<file path="src/rtl/hdmi_tmds_decoder_pkg.sv">
// Shared TMDS definitions: the four control tokens, the C-bit positions, and a
// pure function that turns one 10-bit TMDS word into data byte / control info.
package hdmi_tmds_decoder_pkg;

    localparam logic [9:0] TOKEN_C00 = 10'h354;
    localparam logic [9:0] TOKEN_C01 = 10'h0AB;
    localparam logic [9:0] TOKEN_C10 = 10'h154;
    localparam logic [9:0] TOKEN_C11 = 10'h2AB;

    localparam int C_HSYNC_BIT = 0;
    localparam int C_VSYNC_BIT = 1;

    typedef struct packed {
        logic [7:0] data;
        logic       is_ctrl;
        logic [1:0] c;
    } chan_word_t;

    function automatic chan_word_t tmds_decode_word(input logic [9:0] w);
        chan_word_t r;
        logic [7:0] q;
        r = '0;
        q = w[9] ? ~w[7:0] : w[7:0];
        case (w)
            TOKEN_C00: begin r.is_ctrl = 1'b1; r.c = 2'b00; end
            TOKEN_C01: begin r.is_ctrl = 1'b1; r.c = 2'b01; end
            TOKEN_C10: begin r.is_ctrl = 1'b1; r.c = 2'b10; end
            TOKEN_C11: begin r.is_ctrl = 1'b1; r.c = 2'b11; end
            default: begin
                // Undo the XOR/XNOR transition-minimising chain; d[8] picks which.
                r.data[0] = q[0];
                for (int i = 1; i < 8; i++) begin
                    r.data[i] = w[8] ? (q[i] ^ q[i-1]) : ~(q[i] ^ q[i-1]);
                end
            end
        endcase
        return r;
    endfunction

endpackage

</file>
<file path="src/rtl/hdmi_tmds_decoder_chan_decode.sv">
// One TMDS channel: decodes a 10-bit word into data byte, control flag and
// C bits, registered (first of the two pipeline stages).
module tmds_chan_decode
    import hdmi_tmds_decoder_pkg::*;
(
    input  logic       i_pix_clk,
    input  logic       i_reset_n,
    input  logic [9:0] i_word,
    output logic [7:0] o_data,
    output logic       o_ctrl,
    output logic [1:0] o_c
);

    chan_word_t word_d;
    chan_word_t word_q;

    always_comb begin
        // NOTE: combinational outputs are fully assigned on every path, so no latch is inferred.
        word_d = tmds_decode_word(i_word);
    end

    always_ff @(posedge i_pix_clk or negedge i_reset_n) begin
        // NOTE: flops use non-blocking assignments so every register samples pre-edge values.
        if (!i_reset_n) begin
            word_q <= '0;
        end else begin
            word_q <= word_d;
        end
    end

    assign o_data = word_q.data;
    assign o_ctrl = word_q.is_ctrl;
    assign o_c    = word_q.c;

endmodule

</file>
<file path="src/rtl/hdmi_tmds_decoder.sv">
// HDMI/DVI TMDS receiver back end: three channel decoders, aligned pixel/sync
// outputs, channel-disagreement error counter and video timing measurement.
module hdmi_tmds_decoder
    import hdmi_tmds_decoder_pkg::*;
#(
    parameter int LGDIM = 16,
    parameter int LGERR = 16
) (
    input  logic             i_pix_clk,
    input  logic             i_reset_n,
    input  logic [9:0]       i_r,
    input  logic [9:0]       i_g,
    input  logic [9:0]       i_b,
    output logic [7:0]       o_r,
    output logic [7:0]       o_g,
    output logic [7:0]       o_b,
    output logic             o_de,
    output logic             o_hsync,
    output logic             o_vsync,
    output logic [LGDIM-1:0] o_htotal,
    output logic [LGDIM-1:0] o_hactive,
    output logic [LGDIM-1:0] o_vtotal,
    output logic [LGDIM-1:0] o_vactive,
    output logic             o_timing_valid,
    output logic [LGERR-1:0] o_err_count
);

    typedef struct packed {
        logic [LGDIM-1:0] htotal;
        logic [LGDIM-1:0] hactive;
        logic [LGDIM-1:0] vtotal;
        logic [LGDIM-1:0] vactive;
    } timing_t;

    function automatic logic [LGDIM-1:0] sat_inc(input logic [LGDIM-1:0] v);
        return (v == '1) ? v : v + LGDIM'(1);
    endfunction

    logic [7:0] r_data, g_data, b_data;
    logic       r_ctrl, g_ctrl, b_ctrl;
    logic [1:0] r_c, g_c, b_c;

    tmds_chan_decode u_dec_r (.i_pix_clk(i_pix_clk), .i_reset_n(i_reset_n), .i_word(i_r),
                              .o_data(r_data), .o_ctrl(r_ctrl), .o_c(r_c));
    tmds_chan_decode u_dec_g (.i_pix_clk(i_pix_clk), .i_reset_n(i_reset_n), .i_word(i_g),
                              .o_data(g_data), .o_ctrl(g_ctrl), .o_c(g_c));
    tmds_chan_decode u_dec_b (.i_pix_clk(i_pix_clk), .i_reset_n(i_reset_n), .i_word(i_b),
                              .o_data(b_data), .o_ctrl(b_ctrl), .o_c(b_c));

    // Sync bits come from blue only; red/green C bits are intentionally dropped.
    logic unused_c;
    assign unused_c = ^{r_c, g_c};

    logic [7:0]       pix_r_d, pix_r_q, pix_g_d, pix_g_q, pix_b_d, pix_b_q;
    logic             de_d, de_q, hsync_d, hsync_q, vsync_d, vsync_q;
    logic [LGERR-1:0] err_d, err_q;
    logic             de_prev_d, de_prev_q, hs_prev_d, hs_prev_q, vs_prev_d, vs_prev_q;
    logic [LGDIM-1:0] hcount_d, hcount_q, hact_d, hact_q;
    logic [LGDIM-1:0] vlines_d, vlines_q, vact_d, vact_q;
    logic [LGDIM-1:0] stg_htotal_d, stg_htotal_q, stg_hactive_d, stg_hactive_q;
    logic             line_seen_d, line_seen_q, frame_seen_d, frame_seen_q;
    logic             have_prev_d, have_prev_q, bad_d, bad_q, valid_d, valid_q;
    timing_t          prev_timing_d, prev_timing_q, out_timing_d, out_timing_q;

    logic             de_rise, hs_rise, vs_rise, sat_now, bad_all;
    logic [LGDIM-1:0] vlines_nx, vact_nx;
    timing_t          cur_timing;

    assign de_rise = de_q & ~de_prev_q;
    assign hs_rise = hsync_q & ~hs_prev_q;
    assign vs_rise = vsync_q & ~vs_prev_q;
    assign sat_now = (hcount_q == '1) || (hact_q == '1) || (vlines_q == '1) || (vact_q == '1);

    // Second pipeline stage and the disagreement counter.
    always_comb begin
        de_d    = ~b_ctrl;
        pix_r_d = b_ctrl ? 8'h00 : r_data;
        pix_g_d = b_ctrl ? 8'h00 : g_data;
        pix_b_d = b_ctrl ? 8'h00 : b_data;
        hsync_d = hsync_q;
        vsync_d = vsync_q;
        if (b_ctrl) begin
            hsync_d = b_c[C_HSYNC_BIT];
            vsync_d = b_c[C_VSYNC_BIT];
        end
        err_d = err_q;
        if (((r_ctrl != b_ctrl) || (g_ctrl != b_ctrl)) && (err_q != '1)) begin
            err_d = err_q + LGERR'(1);
        end
        de_prev_d = de_q;
        hs_prev_d = hsync_q;
        vs_prev_d = vsync_q;
    end

    // Timing measurement on the aligned output stream; line work precedes the frame latch.
    always_comb begin
        hcount_d      = sat_inc(hcount_q);
        hact_d        = de_q ? sat_inc(hact_q) : hact_q;
        stg_htotal_d  = stg_htotal_q;
        stg_hactive_d = stg_hactive_q;
        line_seen_d   = line_seen_q;
        vlines_nx     = hs_rise ? sat_inc(vlines_q) : vlines_q;
        vact_nx       = de_rise ? sat_inc(vact_q) : vact_q;
        if (de_rise) begin
            if (line_seen_q) begin
                stg_htotal_d  = hcount_q;
                stg_hactive_d = hact_q;
            end
            line_seen_d = 1'b1;
            hcount_d    = LGDIM'(1);
            hact_d      = LGDIM'(1);
        end

        bad_all    = bad_q | sat_now;
        cur_timing = '{htotal: stg_htotal_d, hactive: stg_hactive_d,
                       vtotal: vlines_nx, vactive: vact_nx};

        vlines_d      = vlines_nx;
        vact_d        = vact_nx;
        bad_d         = bad_all;
        frame_seen_d  = frame_seen_q;
        have_prev_d   = have_prev_q;
        prev_timing_d = prev_timing_q;
        out_timing_d  = out_timing_q;
        valid_d       = valid_q;
        if (vs_rise) begin
            vlines_d     = '0;
            vact_d       = '0;
            bad_d        = 1'b0;
            frame_seen_d = 1'b1;
            if (frame_seen_q) begin
                out_timing_d  = cur_timing;
                prev_timing_d = cur_timing;
                valid_d       = have_prev_q && (cur_timing == prev_timing_q) && !bad_all;
                have_prev_d   = !bad_all;
            end
        end
    end

    always_ff @(posedge i_pix_clk or negedge i_reset_n) begin
        if (!i_reset_n) begin
            pix_r_q       <= '0;
            pix_g_q       <= '0;
            pix_b_q       <= '0;
            de_q          <= 1'b0;
            hsync_q       <= 1'b0;
            vsync_q       <= 1'b0;
            err_q         <= '0;
            de_prev_q     <= 1'b0;
            hs_prev_q     <= 1'b0;
            vs_prev_q     <= 1'b0;
            hcount_q      <= '0;
            hact_q        <= '0;
            vlines_q      <= '0;
            vact_q        <= '0;
            stg_htotal_q  <= '0;
            stg_hactive_q <= '0;
            line_seen_q   <= 1'b0;
            frame_seen_q  <= 1'b0;
            have_prev_q   <= 1'b0;
            bad_q         <= 1'b0;
            valid_q       <= 1'b0;
            prev_timing_q <= '0;
            out_timing_q  <= '0;
        end else begin
            pix_r_q       <= pix_r_d;
            pix_g_q       <= pix_g_d;
            pix_b_q       <= pix_b_d;
            de_q          <= de_d;
            hsync_q       <= hsync_d;
            vsync_q       <= vsync_d;
            err_q         <= err_d;
            de_prev_q     <= de_prev_d;
            hs_prev_q     <= hs_prev_d;
            vs_prev_q     <= vs_prev_d;
            hcount_q      <= hcount_d;
            hact_q        <= hact_d;
            vlines_q      <= vlines_d;
            vact_q        <= vact_d;
            stg_htotal_q  <= stg_htotal_d;
            stg_hactive_q <= stg_hactive_d;
            line_seen_q   <= line_seen_d;
            frame_seen_q  <= frame_seen_d;
            have_prev_q   <= have_prev_d;
            bad_q         <= bad_d;
            valid_q       <= valid_d;
            prev_timing_q <= prev_timing_d;
            out_timing_q  <= out_timing_d;
        end
    end

    assign o_r            = pix_r_q;
    assign o_g            = pix_g_q;
    assign o_b            = pix_b_q;
    assign o_de           = de_q;
    assign o_hsync        = hsync_q;
    assign o_vsync        = vsync_q;
    assign o_err_count    = err_q;
    assign o_timing_valid = valid_q;
    assign o_htotal       = out_timing_q.htotal;
    assign o_hactive      = out_timing_q.hactive;
    assign o_vtotal       = out_timing_q.vtotal;
    assign o_vactive      = out_timing_q.vactive;

endmodule

</file>
<file path="config.mk">
export PLATFORM = sky130hd
export DESIGN_NAME = hdmi_tmds_decoder
export DESIGN_NICKNAME = d
export VERILOG_FILES = /design/src/rtl/hdmi_tmds_decoder_pkg.sv /design/src/rtl/hdmi_tmds_decoder_chan_decode.sv /design/src/rtl/hdmi_tmds_decoder.sv
export SDC_FILE = /design/constraint.sdc
export NUM_CORES = 1
export LEC_CHECK = 0
export CAP_MARGIN = 20
export CORE_MARGIN = 2
export CORE_UTILIZATION = 30
export DETAILED_ROUTE_END_ITERATION = 12
export PLACE_DENSITY = 0.47
export SLEW_MARGIN = 20
export SYNTH_ARGS = -nofsm -noshare
export SYNTH_HDL_FRONTEND = slang
export SYNTH_SLANG_ARGS = --single-unit
</file>
<file path="constraint.sdc">
create_clock -name i_pix_clk -period 3 [get_ports i_pix_clk]
set_input_delay 0.45 -clock i_pix_clk [delete_from_list [all_inputs] [get_ports i_pix_clk]]
set_output_delay 0.45 -clock i_pix_clk [all_outputs]
set_load 0.02 [all_outputs]
</file>
Yosys cells after proc, flatten, opt, wreduce, memory -nomap -nowiden
Cells that the tools add are included.
{"block": "word_totals", "regBits": 240, "inputBits": 32, "output_inout_bits": 108, "word_cells": 175}
{"block": "classes", "addsub": 5, "n_eq_ne": 22, "n_mux": 49, "bitwise_logic": 53, "reduce_logical": 14}
{"op": "$mux 16", "count": 15}
{"op": "$add 16x1->16 const B", "count": 5}
{"op": "$mux 8", "count": 9}
{"op": "$eq 16x16->1 const B", "count": 4}
{"op": "$eq 64x64->1", "count": 1}
{"op": "$eq 10x10->1 const B", "count": 6}
{"op": "$pmux 3 s4", "count": 3}
{"op": "$eq 10x8->1 const B", "count": 3}
{"op": "$eq 10x9->1 const B", "count": 3}
{"op": "$not 1->1", "count": 25}
{"op": "$not 8->8", "count": 3}
{"op": "$mux 1", "count": 22}
{"op": "$xor 1x1->1", "count": 21}
{"op": "$ne 16x16->1 const B", "count": 1}
{"op": "$reduce_or 4->1", "count": 3}
{"op": "$logic_or 1x1->1", "count": 4}
{"op": "$ne 2x2->1 const B", "count": 2}
{"op": "$reduce_and 2->1", "count": 2}
{"op": "$and 1x1->1", "count": 3}
{"op": "$logic_and 1x1->1", "count": 3}
{"op": "$ne 1x1->1", "count": 2}
{"op": "$reduce_bool 2->1", "count": 1}
{"op": "$logic_not 1->1", "count": 1}
{"op": "$or 1x1->1", "count": 1}

Longest topological paths before layout
Gate-level depths: netlist of run 1.
{"block": "depth", "ltp_word": 7, "ltp_mapped": 10, "mapped_depth_nobuf": 9}

Hierarchy
Synthesis of run 1 repeated with hierarchy kept, for this count alone.
{"block": "unflattened", "hier_cells": 1118, "hier_area_um2": 11800.1}
{"module": "hdmi_tmds_decoder", "instances": 1, "cells_each": 986, "area_each_um2": 10050.9, "seq_area_each_um2": 5280.1}
{"module": "tmds_chan_decode", "instances": 3, "cells_each": 44, "area_each_um2": 583.1, "seq_area_each_um2": 275.3}

Worst setup path before layout of run 1
OpenSTA, ideal clock, no wires.
{"block": "synth_path", "path_type": "reg2reg", "start": "register vact_q[0]", "end": "register valid_q, in the netlist o_timing_valid", "arrival_ps": 2580, "required_time_ps": 2897, "path_slack_ps": 317, "path_stages_with_launch": 10, "period_less_slack_ps": 2683, "path_cell_list": "dfrtp_1 ha_1 nand3_1 nor3_1 o2111ai_1 xor2_1 xor2_1 o221ai_1 or4_1 o41ai_2"}
{"block": "synth_between", "elab_chain_cells": 6, "word_cells_on_any_way": 10}
{"element": "from (decl)", "line": "hdmi_tmds_decoder.sv:59", "rtl": "logic [LGDIM-1:0] vlines_d, vlines_q, vact_d, vact_q;"}
{"element": "from (signal assigned)", "line": "hdmi_tmds_decoder.sv:179", "rtl": "vact_q <= vact_d;"}
{"element": "$add 16x1->16 / $eq 16x16->1 (equally long branches)", "line": "hdmi_tmds_decoder.sv:36, hdmi_tmds_decoder.sv:72"}
{"element": "$mux 16", "line": "hdmi_tmds_decoder.sv:36", "rtl": "return (v == '1) ? v : v + LGDIM'(1);"}
{"element": "$mux 16", "line": "hdmi_tmds_decoder.sv:103", "rtl": "vact_nx = de_rise ? sat_inc(vact_q) : vact_q;"}
{"element": "$eq 64x64->1", "line": "hdmi_tmds_decoder.sv:134", "rtl": "valid_d = have_prev_q && (cur_timing == prev_timing_q) && !bad_all;"}
{"element": "$logic_and 1x1->1", "line": "hdmi_tmds_decoder.sv:134"}
{"element": "$logic_and 1x1->1 *", "line": "hdmi_tmds_decoder.sv:134"}
{"element": "to (signal assigned)", "line": "hdmi_tmds_decoder.sv:186", "rtl": "valid_q <= valid_d;"}
{"element": "to (decl)", "line": "hdmi_tmds_decoder.sv:62", "rtl": "logic have_prev_d, have_prev_q, bad_d, bad_q, valid_d, valid_q;"}
Every way passes the cells marked *; elsewhere a longest branch is shown, timed or not.
A chain may end at the register's enable or synchronous reset.

Worst setup path after layout of run 1
{"block": "layout_path", "start": "register vact_q[7]", "end": "register valid_q, in the netlist o_timing_valid"}
The elaborated chain is that of the path after synthesis.

==> results of run 1 <==
## how the worst max path moves through the flow
stage / from / end / slack (ns)
after global placement: de_prev_q / o_timing_valid / -0.07
final: vact_q[7] / o_timing_valid / 0.16
after floorplan: vact_q[0] / o_timing_valid / 0.32
after CTS: vact_q[1] / o_timing_valid / 0.002
after detailed placement: de_prev_q / o_timing_valid / -0.08
after global routing: vact_q[10] / o_timing_valid / 0.008
## critical path: stages, from the launching register on
cell and delay [ns]:
sky130_fd_sc_hd__dfrtp_1 0.48, sky130_fd_sc_hd__nand4_2 0.28, sky130_fd_sc_hd__or3_1 0.48, sky130_fd_sc_hd__nor3_1 0.24
sky130_fd_sc_hd__nor2_1 0.12, sky130_fd_sc_hd__mux2_2 0.27, sky130_fd_sc_hd__or4_1 0.56, sky130_fd_sc_hd__o41ai_2 0.32
## placed cells by master, fill, tap and decap left out, types with 21 or more instances in the layout
| cell | instances |
|---|---|
| sky130_fd_sc_hd__dfrtp_1 | 238 |
| sky130_fd_sc_hd__nand2_1 | 142 |
| sky130_fd_sc_hd__clkdlybuf4s50_1 | 138 |
| sky130_fd_sc_hd__nor2_1 | 102 |
| sky130_fd_sc_hd__xnor2_1 | 79 |
| sky130_fd_sc_hd__o21ai_0 | 79 |
| sky130_fd_sc_hd__buf_4 | 73 |
| sky130_fd_sc_hd__xor2_1 | 59 |
| sky130_fd_sc_hd__inv_1 | 57 |
| sky130_fd_sc_hd__nor2b_1 | 31 |
| sky130_fd_sc_hd__clkbuf_16 | 29 |
| sky130_fd_sc_hd__nand4_1 | 28 |
| sky130_fd_sc_hd__nand3_1 | 26 |
| sky130_fd_sc_hd__a21oi_1 | 24 |
| sky130_fd_sc_hd__ha_1 | 22 |
| sky130_fd_sc_hd__mux2i_1 | 21 |
## layer usage
layer  part of all wire (%)  routed length [microns]  vias to the layer above  global-route usage (%)
met5                      0                        0                        -                       0
met4                    2.3                      754                        0                    4.12
met3                    6.6                     2210                       48                    4.15
met2                     46                    15400                      214                    27.6
met1                     45                    15000                     4292                    22.8
li1                       -                        -                     4293                       -
## logic make-up after synthesis
family | Yosys count | synth area share (%)
and+or+nand+nor | 433 | 18.7
xor gates and xnor gates | 139 | 10.6
adders and majority gates | 23 | 2.50
muxes | 42 | 3.95
AOI/OAI and AO/OA | 162 | 8.59
DFF | 240 | 52.1
buffers and inverters | 104 | 3.51
## report_power, final
group	switching, mW	leakage (nW)	internal [mW]
clock network	1.38	0.456	2.11
logic	0.489	3.29	0.431
registers	0.194	3.19	3.46
total	2.06	6.93	6.01
## cell type report
class,count,area [sq um]
flip-flops and latches,240,6010
clock buffers,39,803
clock inverters,10,134
fillers,3730,22700
repair buffers,215,1990
inverters,57,214
well taps,511,639
multi-input cells,799,5260
## through the flow
stage	cells	TNS [ns]	setup slack [ns]	area, sq um	power (mW)
6_report	1871	0	0.160	15000	8.07
4_1_cts	1868	0	0.00185	14900	8.17
2_1_floorplan	1143	0	0.317	11500	4.15
5_1_grt	1871	0	0.00751	15000	8.44
3_5_place_dp	1818	-0.0822	-0.0822	14000	4.62
3_3_place_gp	1818	-0.0669	-0.0669	14000	4.62
## what timing repair did
item / CTS / global route
gates resized for setup: 5 / 18
endpoints found under the hold margin: 55 / 0
hold buffers: 1 / 0
pin swaps: 0 / 6
setup endpoints to repair: 1 / 1
buffers inserted: 0 / 3
==> flow_summary.toml, run 1 <==
[worst_setup_path]
setup.worst_path.end_class = "flip-flop"
reg2regPathDepth = 7
arrival_ns = 3.30
regToRegEndpoint = "o_timing_valid"
worst-endpoint-required_ns = 3.46
startpoint_type = "flip-flop"
path_class = "flip-flop to flip-flop"
critical_path.max_fanout = 7
worst-r2r-setup-slack_ns = 0.16
rr_startpoint = "vact_q[7]"

[global_route]
grt_usage_pct = 17.0
global_route_overflow = 0
global_route_wire_length_before_repair_microns = 52300
pin_count_of_the_biggest_net_entering_global_routing = 62
grt_antenna_before_repair = 0
grt_pass1_vias = 8912

[synthesis]
synthDominantCellAreaShare_pct = 52.1
synth-warning-count = 0
syn_inst = 1143
net_count_of_the_mapped_netlist = 1198
synth_sequential_area_ratio_pct = 52.1
post_synth.cell_area_avg_sq_um = 10.1
yosysMostFrequentCell = "sky130_fd_sc_hd__dfrtp_1"
yosys.cell_types.count = 66
synth_common_cells = "240 x sky130_fd_sc_hd__dfrtp_1, 143 x sky130_fd_sc_hd__nand2_1, 102 x sky130_fd_sc_hd__nor2_1"
synth-edff-count = 0
mappedNetlistArea_sq_mm = 0.0115
primary_flip_flop_cell_chosen_by_synthesis_mapping = "sky130_fd_sc_hd__dfrtp_1"
synth_seq_cells = 240
async_reset_ff_share_pct = 100
synth_area_leader_cell = "sky130_fd_sc_hd__dfrtp_1"
synth.area.top_cells = "sky130_fd_sc_hd__dfrtp_1 52%, sky130_fd_sc_hd__xnor2_1 6.0%, sky130_fd_sc_hd__nand2_1 4.7%"

[cts]
tritoncts.num_buffers = 29
clock_path_buffers = 3
clk_latency_ns = 0.56
path_clk_slew_ns = 0.06
clock-root-buffer = "sky130_fd_sc_hd__clkbuf_16"
clock_tree_from_tritoncts = "done"
cts_num_sinks = 240
cts_htree_levels = 1

[placed_design]
place_hpwl_microns = 24600
place.gp.congestion = 0.878
port_buffers = 139

[job]
drv.max_cap_violation_count = 0

[timing]
grt_setup_unrepaired = "false"
worst_clock_skew_ns = 0.0313
drv_slew = 0
finalWorstPathRequiredPeriod_ns = 2.84
fin_worst_hold_slack_ns = 0.431
timing.final.setup_violations = 0
timing.max_slew.rel_slack_pct = 44.3
timing.fmax_mhz = 352
finalCritPeriodShare_pct = 94.7
report.final.hold_viol_count = 0
tightestPinTransition_ns = 0.829

[detailed_routing]
avgRoutedWirePerCell_microns = 17.8
iteration_0_drc_markers = 434
number_of_remaining_drc_errors = 0
drt_wl_total_microns = 33300
vias_per_cell = 4.73
drtPass1Iterations = 5
via_count = 8847
drtAntennaViolNets = 0

[floorplanning]
floorplan.io_pins = 140
dieHeight_microns = 200
core_region_area_sq_mm = 0.0378
placementRows = 71
fp.dieW_microns = 200
design.die.area_sq_mm = 0.0400
start_util_pct = 30.5

[finish]
drive_gt1_share_pct = 12.9
antennaDiodeCount = 0
final_net_count = 1397
layout-area-overhead-vs-synth_pct = 30.5
final_core_util_pct = 39.9

[pwr]
total_leakage_power_nw = 6.93
ir_worst_vdd_mv = 0.362
power.density_mw_per_mm2 = 536

[status]
run_status = "finished, final reports clean"

[worst_hold_path]
min-delay-path-class = "input port to asynchronous set/reset pin"
No activity file was read; power rests on OpenSTA's default activity.
==> inputs of run 2 (changes only) <==
--- a/config.mk
+++ b/config.mk
@@ -8,9 +8,11 @@
 export CAP_MARGIN = 20
 export CORE_MARGIN = 2
 export CORE_UTILIZATION = 30
+export CTS_CLUSTER_DIAMETER = 100
 export DETAILED_ROUTE_END_ITERATION = 12
 export PLACE_DENSITY = 0.47
 export SLEW_MARGIN = 20
 export SYNTH_ARGS = -nofsm -noshare
 export SYNTH_HDL_FRONTEND = slang
+export SYNTH_HIERARCHICAL = 1
 export SYNTH_SLANG_ARGS = --single-unit
==> flow_summary.toml, run 2 <==
[timing]
grt_setup_unrepaired = "false"
setup-tns-final_ns = 0
report.final.hold_viol_count = 0
worst_clock_skew_ns = 0.0101
timing.final.setup_violations = 0
finalCritPeriodShare_pct = 93.3
drv_slew = 0
timing.fmax_mhz = 357
tightestPinTransition_ns = 0.727
timing.max_slew.rel_slack_pct = 50.9
finalWorstPathRequiredPeriod_ns = 2.80

[detailed_routing]
met2WireLength_microns = 14900
drt-met1-wl_microns = 15100
via_count = 8726
number_of_remaining_drc_errors = 0
drt_wl_total_microns = 32500
maxUsedRoutingLayer = "met4"
drtAntennaViolNets = 0
avgRoutedWirePerCell_microns = 17.6
drtPass1Iterations = 4
iteration_0_drc_markers = 378
vias_per_cell = 4.72
routed-wl-met3_microns = 1830

[placed_design]
port_buffers = 139
place.gp.congestion = 0.862
place_hpwl_microns = 23900

[synthesis]
synth-warning-count = 6
mappedNetlistArea_sq_mm = 0.0117
syn_inst = 1112
net_count_of_the_mapped_netlist = 1155
post_synth.cell_area_avg_sq_um = 10.5

[worst_setup_path]
worst-endpoint-required_ns = 3.48
worst-r2r-setup-slack_ns = 0.20
startpoint_type = "flip-flop"
critical_path.max_fanout = 5
arrival_ns = 3.28
path_class = "flip-flop to flip-flop"
setup.worst_path.end_class = "flip-flop"

[global_route]
global_route_overflow = 0
global_route_wire_length_before_repair_microns = 52300
grt_usage_pct = 16.2
grt_antenna_before_repair = 0
grt_pass1_vias = 9030
pin_count_of_the_biggest_net_entering_global_routing = 75

[pwr]
ir_worst_vdd_mv = 0.469
total_leakage_power_nw = 6.79
power.density_mw_per_mm2 = 552

[floorplanning]
dieHeight_microns = 201
start_util_pct = 30.3
fp.dieW_microns = 201
design.die.area_sq_mm = 0.0405
placementRows = 72
core_region_area_sq_mm = 0.0386
floorplan.io_pins = 140

[finish]
final_net_count = 1350
antennaDiodeCount = 0
drive_gt1_share_pct = 14.1
most_common_cell_after_layout_fill_and_taps_aside = "sky130_fd_sc_hd__dfrtp_1"
final_core_util_pct = 39.4
layout-area-overhead-vs-synth_pct = 30.0
layout.cells.most_common_list = "240 x sky130_fd_sc_hd__dfrtp_1, 138 x sky130_fd_sc_hd__clkdlybuf4s50_1, 101 x sky130_fd_sc_hd__nand2_1"

[cts]
clock-root-buffer = "sky130_fd_sc_hd__clkbuf_16"
path_clk_slew_ns = 0.06
cts_htree_levels = 1
tritoncts.num_buffers = 30
clock_tree_from_tritoncts = "done"
clk_latency_ns = 0.57
clock_path_buffers = 3
cts_num_sinks = 240

[job]
drv.max_cap_violation_count = 0

[worst_hold_path]
min-delay-path-class = "input port to asynchronous set/reset pin"

[status]
run_status = "finished, final reports clean"
==> run 2: timing repair <==
item,in CTS,in global routing
hold endpoints to repair,67,0
endpoints found under the setup margin,0,1
hold buffers,1,0
gates resized for setup,0,12
buffers inserted,0,1
==> run 2: critical path, cell delays in order, from the launching register on <==
cell	delay, ns
sky130_fd_sc_hd__dfrtp_1	0.39
sky130_fd_sc_hd__nand3b_2	0.29
sky130_fd_sc_hd__nor4_4	0.38
sky130_fd_sc_hd__mux2i_1	0.31
sky130_fd_sc_hd__xor2_1	0.17
sky130_fd_sc_hd__nand2_1	0.08
sky130_fd_sc_hd__or4_1	0.53
sky130_fd_sc_hd__or3_1	0.41
sky130_fd_sc_hd__o31ai_2	0.17
==> run 2: report_power, final <==
part           switching, mW  internal [mW]  total, mW  leakage (nW)
clock                   1.42           2.34       3.76         0.522
combinational          0.494          0.460      0.954          3.08
sequential             0.210           3.46       3.67          3.19
total                   2.12           6.26       8.39          6.79
==> run 2: worst paths after layout <==
check,start,end,cells past startpoint
setup / recovery,hs_prev_q,o_timing_valid,8
hold reg to reg,o_vsync,vs_prev_q,0
setup reg to reg,hs_prev_q,o_timing_valid,8
hold / removal,i_reset_n,o_err_count[7],2
max in group asynchronous,i_reset_n,o_vtotal[9],3
min in group i_pix_clk,o_vsync,vs_prev_q,0
==> run 2: final cells by class <==
type | count | area [sq um]
Fill cell | 3880 | 23400
Sequential cell | 240 | 6010
Multi-Input combinational cell | 778 | 5330
Timing Repair Buffer | 209 | 1960
Clock buffer | 48 | 960
Tap cell | 518 | 648
Inverter | 48 | 180
Clock inverter | 8 | 92.6
==> run 2: per-stage QoR <==
stage,power [mW],std cells,area [sq um],worst slack (ns),hold slack [ns]
after floorplan,4.19,1112,11700,0.269,0.154
after global placement,4.68,1791,14100,0.0697,0.415
after detailed placement,4.69,1791,14100,0.105,0.417
after CTS,8.53,1848,15100,0.0871,0.424
after global routing,8.78,1849,15200,0.00358,0.469
final,8.39,1849,15200,0.201,0.416
==> run 2: layer usage <==
layer / track usage [%] / vias to the layer above
li1: - / 4247
met2: 25.9 / 162
met3: 3.79 / 40
met4: 4.31 / 0
met5: 0 / -
met1: 22.2 / 4277
==> inputs of run 3 (changes only) <==
--- a/config.mk
+++ b/config.mk
@@ -5,10 +5,12 @@
 export SDC_FILE = /design/constraint.sdc
 export NUM_CORES = 1
 export LEC_CHECK = 0
+export ABC_AREA = 0
 export CAP_MARGIN = 20
 export CORE_MARGIN = 2
 export CORE_UTILIZATION = 30
 export CTS_CLUSTER_DIAMETER = 100
+export CTS_CLUSTER_SIZE = 28
 export DETAILED_ROUTE_END_ITERATION = 12
 export PLACE_DENSITY = 0.47
 export SLEW_MARGIN = 20
==> flow_summary.toml, run 3 (synthesis results as in run 2) <==
[finish]
antennaDiodeCount = 0
drive_gt1_share_pct = 12.6
layout-area-overhead-vs-synth_pct = 25.4
layout.cells.most_common_list = "240 x sky130_fd_sc_hd__dfrtp_1, 138 x sky130_fd_sc_hd__clkdlybuf4s50_1, 101 x sky130_fd_sc_hd__nand2_1"
most_common_cell_after_layout_fill_and_taps_aside = "sky130_fd_sc_hd__dfrtp_1"
final-instance-count-excl-fill = 1819
final_net_count = 1336

[detailed_routing]
avgRoutedWirePerCell_microns = 17.6
drtAntennaViolNets = 0
iteration_0_drc_markers = 401
via_count = 8630
drtPass1Iterations = 4
vias_per_cell = 4.74
number_of_remaining_drc_errors = 0
drt_wl_total_microns = 32100

[pwr]
total_leakage_power_nw = 6.53
design_power_total_mw = 6.94
ir_worst_vdd_mv = 0.279
power.density_mw_per_mm2 = 474

[timing]
timing.max_slew.rel_slack_pct = 50.4
report.final.hold_viol_count = 0
grt_setup_unrepaired = "false"
timing.final.setup_violations = 0
fin_worst_hold_slack_ns = 0.438
tightestPinTransition_ns = 0.734
setup-tns-final_ns = 0
timing.fmax_mhz = 358
finalWorstPathRequiredPeriod_ns = 2.79
drv_slew = 0
worst_clock_skew_ns = 0.0319
finalCritPeriodShare_pct = 93.1

[cts]
cts_htree_levels = 1
cts_num_sinks = 240
path_clk_slew_ns = 0.11
clk_latency_ns = 0.52
tritoncts.num_buffers = 15
clock_path_buffers = 3
clock-root-buffer = "sky130_fd_sc_hd__clkbuf_16"
clock_tree_from_tritoncts = "done"

[worst_setup_path]
worst-r2r-setup-slack_ns = 0.21
rr_startpoint = "hs_prev_q"
regToRegEndpoint = "o_timing_valid"
path_class = "flip-flop to flip-flop"
critical_path.max_fanout = 5
arrival_ns = 3.23
critical-path-top-delay-family = "simple AND/OR/NAND/NOR gates"
cp_slowest_stage_delay_ns = 0.53
worst-endpoint-required_ns = 3.44
reg2regPathDepth = 9
setup.worst_path.end_class = "flip-flop"
worstPathCellList = "nand3b_2 -> nor4_4 -> buf_4 -> mux2i_2 -> xor2_1 -> nand2_1 -> or4_1 -> or3_1 -> o31ai_2"
critical_path.slowest_cell = "sky130_fd_sc_hd__or4_1"
critical_path.n_buffers_inverters = 1
startpoint_type = "flip-flop"

[global_route]
pin_count_of_the_biggest_net_entering_global_routing = 75
grt-busiest-layer = "met2"
grt.met1_usage_pct = 22.2
grt_usage_pct = 16.0
grt_antenna_before_repair = 0
global_route_overflow = 0
use_met3_pct = 3.34
gr-usage-met2_pct = 25.7
global_route_wire_length_before_repair_microns = 51600
grt_pass1_vias = 8866

[placed_design]
port_buffers = 139
place_hpwl_microns = 23900
place.gp.congestion = 0.862
place_inst = 1791

[floorplanning]
core_region_area_sq_mm = 0.0386
placementRows = 72
dieHeight_microns = 201
design.die.area_sq_mm = 0.0405
start_util_pct = 30.3
floorplan.io_pins = 140
fp.dieW_microns = 201

[worst_hold_path]
min_path_cells = 0
hold_start = "o_vsync"
min-delay-path-class = "flip-flop to flip-flop"
hold_path_end = "vs_prev_q"

[status]
run_status = "finished, final reports clean"

[job]
drv.max_cap_violation_count = 0
## run 3: worst max path at each step
stage	startpoint	to	slack (ns)	cells past startpoint
5_1_grt	vact_q[4]	o_timing_valid	0.02	8
3_3_place_gp	vact_q[0]	o_timing_valid	0.07	9
3_5_place_dp	vact_q[0]	o_timing_valid	0.10	9
2_1_floorplan	o_de	o_timing_valid	0.27	11
6_report	hs_prev_q	o_timing_valid	0.21	9
4_1_cts	vact_q[0]	o_timing_valid	0.08	9
## run 3: per-stage QoR
| stage | cell area [sq um] | setup slack, ns | util (%) |
|---|---|---|---|
| after floorplan | 11700 | 0.269 | - |
| after global placement | 14100 | 0.0697 | 36.4 |
| after detailed placement | 14100 | 0.105 | 36.4 |
| after CTS | 14600 | 0.0781 | 37.8 |
| after global routing | 14600 | 0.0210 | 38.0 |
| final | 14600 | 0.208 | 38.0 |
## run 3: per-layer routing
metal	share of wire, %	vias to the layer above
li1	-	4202
met1	47	4233
met2	46	164
met3	5.8	31
met4	1.7	0
met5	0	-
## run 3: repair_timing
item / 4_1_cts / 5_1_grt
hold buffers: 1 / 0
buffers inserted: 0 / 2
endpoints found under the setup margin: 0 / 1
resized for setup: 0 / 14
endpoints found under the hold margin: 67 / 0
## run 3: where the power goes
group | internal [mW] | total (mW) | switching [mW]
registers | 3.46 | 3.66 | 0.208
clock network | 1.06 | 2.32 | 1.26
logic | 0.460 | 0.957 | 0.496
total | 4.98 | 6.94 | 1.96
## run 3: cell type report
class / instances / area [sq um]
Sequential cell: 240 / 6010
Timing Repair Buffer: 210 / 1970
Clock buffer: 15 / 375
Clock inverter: 10 / 125
Inverter: 48 / 180
Fill cell: 3924 / 23900
Multi-Input combinational cell: 778 / 5340
Tap cell: 518 / 648
